--- src/rtl/uart_frame_decoder.sv ---
// ---------------------------------------------------------------------------
// uart_frame_decoder
//
// Purpose:
//   Sits downstream of a UART core. Pops received bytes from the UART RX FIFO
//   and hunts for framed packets of the form
//      SYNC, LEN, LEN payload bytes, CSUM
//   The payload is stored in an internal buffer. Every frame that reaches a
//   length or checksum verdict is answered with ACK or NAK through the UART
//   TX FIFO. A complete, checksum-valid frame is presented to the consumer
//   (frame_valid/frame_len/pl_data) until the consumer releases it with
//   frame_ack. A partial frame that goes idle for TIMEOUT_CYC cycles is
//   abandoned silently with a one-cycle timeout pulse.
//
// Ports:
//   clk          in   1      system clock
//   reset        in   1      synchronous, active-high reset
//   rx_empty     in   1      UART RX FIFO empty
//   r_data       in   DBIT   UART RX FIFO head (first-word-fall-through)
//   rd_uart      out  1      pop UART RX FIFO; byte taken from r_data this cycle
//   tx_full      in   1      UART TX FIFO full
//   wr_uart      out  1      push w_data into UART TX FIFO
//   w_data       out  DBIT   response byte (ACK_BYTE / NAK_BYTE)
//   frame_valid  out  1      buffered frame ready (level)
//   frame_len    out  LEN_W  payload length of the buffered frame
//   pl_addr      in   ADDR_W payload buffer read index
//   pl_data      out  DBIT   payload byte at pl_addr (combinational read)
//   frame_ack    in   1      consumer release, honoured only while frame_valid
//   timeout      out  1      1-cycle pulse when a partial frame is abandoned
// ---------------------------------------------------------------------------
module uart_frame_decoder #(
   parameter int              DBIT        = 8,
   parameter int              MAX_LEN     = 16,
   parameter logic [DBIT-1:0] SYNC_BYTE   = 8'hA5,
   parameter logic [DBIT-1:0] ACK_BYTE    = 8'h06,
   parameter logic [DBIT-1:0] NAK_BYTE    = 8'h15,
   parameter int              TIMEOUT_CYC = 100000,
   localparam int             LEN_W       = $clog2(MAX_LEN + 1),
   localparam int             ADDR_W      = (MAX_LEN > 1) ? $clog2(MAX_LEN) : 1
) (
   input  logic              clk,
   input  logic              reset,
   input  logic              rx_empty,
   input  logic [DBIT-1:0]   r_data,
   output logic              rd_uart,
   input  logic              tx_full,
   output logic              wr_uart,
   output logic [DBIT-1:0]   w_data,
   output logic              frame_valid,
   output logic [LEN_W-1:0]  frame_len,
   input  logic [ADDR_W-1:0] pl_addr,
   output logic [DBIT-1:0]   pl_data,
   input  logic              frame_ack,
   output logic              timeout
);

   localparam int               CNT_W       = $clog2(TIMEOUT_CYC + 1);
   // The counter value seen on the last idle cycle before the frame is dropped:
   // when it would step from TIMEOUT_CYC-1 to TIMEOUT_CYC, the timeout fires.
   localparam logic [CNT_W-1:0] CNT_LAST    = CNT_W'(TIMEOUT_CYC - 1);
   // MAX_LEN widened by one bit so that the length byte can be compared
   // without truncating either side.
   localparam logic [DBIT:0]    MAX_LEN_EXT = (DBIT + 1)'(MAX_LEN);

   typedef enum logic [2:0] {
      ST_HUNT,
      ST_LEN,
      ST_PAYLOAD,
      ST_CSUM,
      ST_RESP,
      ST_HOLD
   } state_t;

   state_t             state_reg, state_next;
   logic [LEN_W-1:0]   len_reg, len_next;
   logic [LEN_W-1:0]   idx_reg, idx_next;
   logic [DBIT-1:0]    sum_reg, sum_next;
   logic [DBIT-1:0]    resp_reg, resp_next;
   logic               good_reg, good_next;
   logic [CNT_W-1:0]   cnt_reg, cnt_next;
   logic               timeout_reg, timeout_next;

   // Payload buffer: written one byte per PAYLOAD pop, read asynchronously by
   // the consumer. It is never cleared; it simply holds the last frame's bytes.
   logic [DBIT-1:0]    buf_mem [MAX_LEN];
   logic               buf_we;
   logic [ADDR_W-1:0]  buf_waddr;

   logic               rx_active;
   logic               in_frame;
   logic               pop;
   logic               len_bad;
   logic [DBIT-1:0]    csum_total;

   // States that consume RX bytes, and the subset that is inside a frame and
   // therefore subject to the idle timeout.
   assign rx_active  = (state_reg == ST_HUNT)    || (state_reg == ST_LEN) ||
                       (state_reg == ST_PAYLOAD) || (state_reg == ST_CSUM);
   assign in_frame   = (state_reg == ST_LEN)     || (state_reg == ST_PAYLOAD) ||
                       (state_reg == ST_CSUM);
   assign pop        = rx_active && !rx_empty;

   // Zero-length frames and frames longer than the buffer are both rejected.
   assign len_bad    = (r_data == '0) || ({1'b0, r_data} > MAX_LEN_EXT);
   // Wrap-around sum of LEN, payload and CSUM; a good frame totals zero.
   assign csum_total = sum_reg + r_data;

   assign buf_waddr  = ADDR_W'(idx_reg);

   // ------------------------------------------------------------------
   // State register
   // ------------------------------------------------------------------
   always_ff @(posedge clk) begin
      if (reset) begin
         state_reg   <= ST_HUNT;
         len_reg     <= '0;
         idx_reg     <= '0;
         sum_reg     <= '0;
         resp_reg    <= '0;
         good_reg    <= 1'b0;
         cnt_reg     <= '0;
         timeout_reg <= 1'b0;
      end else begin
         state_reg   <= state_next;
         len_reg     <= len_next;
         idx_reg     <= idx_next;
         sum_reg     <= sum_next;
         resp_reg    <= resp_next;
         good_reg    <= good_next;
         cnt_reg     <= cnt_next;
         timeout_reg <= timeout_next;
      end
   end

   // Buffer contents are don't-care after reset, so the write port carries
   // no reset term.
   always_ff @(posedge clk) begin
      if (buf_we) begin
         buf_mem[buf_waddr] <= r_data;
      end
   end

   // ------------------------------------------------------------------
   // Next-state logic
   // ------------------------------------------------------------------
   always_comb begin
      state_next   = state_reg;
      len_next     = len_reg;
      idx_next     = idx_reg;
      sum_next     = sum_reg;
      resp_next    = resp_reg;
      good_next    = good_reg;
      cnt_next     = '0;
      timeout_next = 1'b0;
      buf_we       = 1'b0;

      case (state_reg)
         ST_HUNT: begin
            // Anything that is not a SYNC byte is popped and dropped.
            if (pop && (r_data == SYNC_BYTE)) begin
               state_next = ST_LEN;
            end
         end

         ST_LEN: begin
            if (pop) begin
               if (len_bad) begin
                  resp_next  = NAK_BYTE;
                  good_next  = 1'b0;
                  state_next = ST_RESP;
               end else begin
                  len_next   = LEN_W'(r_data);
                  sum_next   = r_data;
                  idx_next   = '0;
                  state_next = ST_PAYLOAD;
               end
            end
         end

         ST_PAYLOAD: begin
            if (pop) begin
               buf_we   = 1'b1;
               sum_next = csum_total;
               idx_next = idx_reg + LEN_W'(1);
               if (idx_reg == (len_reg - LEN_W'(1))) begin
                  state_next = ST_CSUM;
               end
            end
         end

         ST_CSUM: begin
            if (pop) begin
               if (csum_total == '0) begin
                  resp_next = ACK_BYTE;
                  good_next = 1'b1;
               end else begin
                  resp_next = NAK_BYTE;
                  good_next = 1'b0;
               end
               state_next = ST_RESP;
            end
         end

         ST_RESP: begin
            // The response waits here for as long as the TX FIFO stays full.
            if (!tx_full) begin
               state_next = good_reg ? ST_HOLD : ST_HUNT;
            end
         end

         ST_HOLD: begin
            // No pops here: incoming bytes queue up in the UART RX FIFO
            // until the consumer has finished with the buffer.
            if (frame_ack) begin
               state_next = ST_HUNT;
            end
         end

         default: begin
            state_next = ST_HUNT;
         end
      endcase

      // Idle timeout inside a frame. A pop always restarts the count, so the
      // timeout branch only runs on cycles where the case above left the
      // state untouched.
      if (in_frame) begin
         if (pop) begin
            cnt_next = '0;
         end else if (cnt_reg == CNT_LAST) begin
            cnt_next     = '0;
            timeout_next = 1'b1;
            state_next   = ST_HUNT;
         end else begin
            cnt_next = cnt_reg + CNT_W'(1);
         end
      end
   end

   // ------------------------------------------------------------------
   // Outputs
   // ------------------------------------------------------------------
   assign rd_uart     = pop;
   assign wr_uart     = (state_reg == ST_RESP) && !tx_full;
   assign w_data      = (state_reg == ST_RESP) ? resp_reg : '0;
   assign frame_valid = (state_reg == ST_HOLD);
   assign frame_len   = frame_valid ? len_reg : '0;
   assign pl_data     = buf_mem[pl_addr];
   assign timeout     = timeout_reg;

endmodule

--- config.mk ---
export PLATFORM = sky130hd
export DESIGN_NAME = uart_frame_decoder
export DESIGN_NICKNAME = d
export VERILOG_FILES = /design/src/rtl/uart_frame_decoder.sv
export SDC_FILE = /design/constraint.sdc
export NUM_CORES = 1
export LEC_CHECK = 0
export CAP_MARGIN = 20
export CORE_MARGIN = 2
export CORE_UTILIZATION = 60
export DETAILED_ROUTE_END_ITERATION = 6
export HOLD_SLACK_MARGIN = 0.12
export PLACE_DENSITY = 0.8
export SYNTH_ARGS = -nofsm -noshare
export SYNTH_HDL_FRONTEND = slang
export SYNTH_SLANG_ARGS = --single-unit
--- constraint.sdc ---
create_clock -name clk -period 3.1 [get_ports clk]
set_clock_uncertainty 0.2 [all_clocks]
set_input_delay 0.31 -clock clk [delete_from_list [all_inputs] [get_ports clk]]
set_output_delay 0.31 -clock clk [all_outputs]
set_load 0.01 [all_outputs]
==> impl_metrics.ini, run 1 <==
[status]
outcome = completed

[drt]
dr.pass1.iters = 5
drt-initial-drc-count = 345
detail_route.drc_violations = 0
avgViaCountPerCell = 5.91
via_count = 4576
wl_per_cell_um = 20.8
ant_nets = 0
wl_um = 16100

[sta]
layout_min_cycle_time_ns = 2.96
fmax_mhz = 337
slew_viol_final = 0
worst_slew_pin_slew_ns = 0.906
fin_setup_tns_ns = 0
maxSlewHeadroom_pct = 39.5
layout_worst_path_cycle_share_pct = 95.6
finalHoldViolCount = 0
setup-violations-final = 0
grt_setup_unrepaired = no

[global_routing]
grt_use_total_pct = 25.7
antenna_found_initial = 0
grt_max_degree = 33
grt_pass1_wl_um = 25000
grt_pass1_vias = 4636
grt_overflow = 0

[clock_network]
insertion_delay_ns = 0.42
ctsResizeCount = 0
cts_setup_buffers = 0
cts_tree = built
cts_max_level = 4
cts.sinks = 170
holdBufCountCts = 0
clock_path_buffers = 2
cts_made_buffers = 17
root_buffer = clkbuf_16
clkSlewWorstSetupHoldPaths_ns = 0.06

[yosys]
ys_seq_area_share_pct = 61.9
ys_warn_count = 0
synthTopCellsByArea = edfxtp_1, mux4_2, dfxtp_1
synthArstFlopShare_pct = 0
yosys.area.top_type = edfxtp_1
synth_edf_count = 128
synthesis.area_sq_um = 7560
synth_top_area_share_pct = 50.8
synth.avg_cell_area_sq_um = 14.4
ys.flop_type = edfxtp_1
yosys.cell_types.count = 66
synthCells = 525
synth_seq_cells = 170

[floorplanning]
ios = 42
rows = 41
dieArea_sq_um = 13500
core-area_sq_um = 12500
start_util_pct = 60.7
die_h_um = 116
die_w_um = 116

[flow_run]
cap_violations = 0

[power_and_ir_drop]
p_per_area_nw_per_um2 = 526
pwr-share-clk_pct = 41.8
max-vdd-ir-drop_uv = 213
comb_power_share_pct = 5.5
internal_power_mw = 3.67
power_leakage_nw = 2.89
switching_share_pct = 20.9
sequentialPowerShare_pct = 52.7
p_switching_mw = 0.967
total_power_mw = 4.64

[hold_path]
hold_class = reg -> reg

[cells_and_area]
largest_register_ffs = 128
syn2layout_area_growth_pct = 16.5
final_area_sq_um = 8810
finalCoreUtilization_pct = 70.7
fill_cells = 845
drive_above_1_share_pct = 18.6
n_antenna_cell = 0
nNetsFinal = 620

[critical_path]
crit_arrival_ns = 2.45
crit_fanout = 19
worstPathRequired_ns = 2.59
crit_path_end_kind = output pin
start_kind = input pin
path_class = in -> out

[placement]
place_area_sq_um = 8270
gp_congestion = 0.852
port_buffers = 37
dp_hpwl_um = 10400
-- power by group through the flow --
stage	Clock (mW)	Combinational, mW	Sequential (mW)
after CTS	1.96	0.257	2.44
final	1.94	0.256	2.44
after global routing	2.05	0.273	2.44
after floorplan	0	0.129	2.49
after detailed placement	0	0.254	2.49
after global placement	0	0.250	2.49
-- placed cells by master (no fill, tap or decap), types with 6 or more instances in the layout --
cell / count
dfxtp_1: 42
ha_1: 13
nand2_1: 29
nand3_1: 15
clkdlybuf4s50_1: 36
o21ai_0: 10
xnor2_1: 10
nand2b_1: 8
a21oi_1: 20
clkbuf_16: 17
nor3_1: 13
nor2_1: 55
buf_4: 29
xor2_1: 14
inv_1: 14
mux4_2: 40
edfxtp_1: 128
and3_1: 6
-- per-layer routing --
metal	vias to the layer above	share of wire [%]	GRT usage [%]
li1	2129	-	-
met3	40	5.6	4.88
met2	171	50	43.8
met5	-	0	0
met4	0	3.0	11.4
met1	2236	41	32.3
-- metrics by stage --
stage / worst slack [ns] / hold slack, ns / cells
2_1_floorplan: 0.723 / 0.209 / 528
3_3_place_gp: 0.140 / 0.238 / 742
3_5_place_dp: 0.126 / 0.258 / 742
4_1_cts: 0.129 / 0.276 / 774
5_1_grt: 0.0957 / 0.300 / 774
6_report: 0.136 / 0.270 / 774
-- final timing paths --
path | cells after the start | from | end | slack [ns]
max | 5 | pl_addr[1] | pl_data[1] | 0.14
max reg2reg | 5 | state_reg[1]$_SDFF_PP0_ | buf_mem[9][3]$_DFFE_PP_ | 0.64
min reg2reg | 2 | resp_reg[2]$_SDFFE_PP0P_ | resp_reg[2]$_SDFFE_PP0P_ | 0.27
min | 2 | resp_reg[2]$_SDFFE_PP0P_ | resp_reg[2]$_SDFFE_PP0P_ | 0.27
-- critical path, cell delays in order --
cell	delay (ns)
clkdlybuf4s50_1	0.58
buf_12	0.20
mux4_2	0.36
mux4_2	0.49
clkdlybuf4s50_1	0.50
-- area by class of cell --
type	count	area (sq um)	share of cell area (%)
Timing Repair Buffer	70	663	7.52
Clock buffer	21	440	5.00
Clock inverter	11	98.8	1.12
Sequential cell	170	4680	53.2
Multi-Input combinational cell	316	2660	30.2
Inverter	14	52.6	0.596
Tap cell	172	215	2.44
-- synth_stat cells, types with 3 or more instances --
| cell | instances |
|---|---|
| a211oi_1 | 4 |
| nor3b_1 | 3 |
| buf_2 | 6 |
| ha_1 | 13 |
| nand3_1 | 15 |
| and3_1 | 6 |
| dfxtp_1 | 42 |
| a21oi_1 | 20 |
| inv_1 | 14 |
| and2_1 | 5 |
| a31oi_1 | 3 |
| nor4_1 | 5 |
| nand4_1 | 5 |
| clkbuf_1 | 8 |
| edfxtp_1 | 128 |
| nor2_1 | 55 |
| xor2_1 | 14 |
| o21ai_0 | 10 |
| o21bai_1 | 4 |
| buf_4 | 6 |
| xnor2_1 | 10 |
| or4_1 | 3 |
| buf_6 | 4 |
| o311ai_0 | 3 |
| nand2b_1 | 8 |
| nor2b_1 | 5 |
| nor3_1 | 13 |
| mux4_2 | 40 |
| nand2_1 | 29 |
-- kinds of logic (layout without fill, tap and decap cells) --
logic type / count (synthesis) / after routing / share of synthesized area, %
other: 1 / 4 / 0.0496
and+or+nand+nor: 168 / 168 / 11.7
AOI/OAI and AO/OA: 63 / 63 / 5.63
buffers and inverters: 42 / 116 / 3.06
xor gates and xnor gates: 25 / 25 / 2.99
muxes: 42 / 42 / 12.2
adders and majority gates: 14 / 14 / 2.42
DFF: 170 / 170 / 61.9
No activity file was read; power rests on OpenSTA's default activity.
==> inputs of run 2 (changes only) <==
Settings changed: CTS_CLUSTER_SIZE from default to 12.
==> results of run 2 <==
Final layout, timing and power as in run 1 (identical DEF).
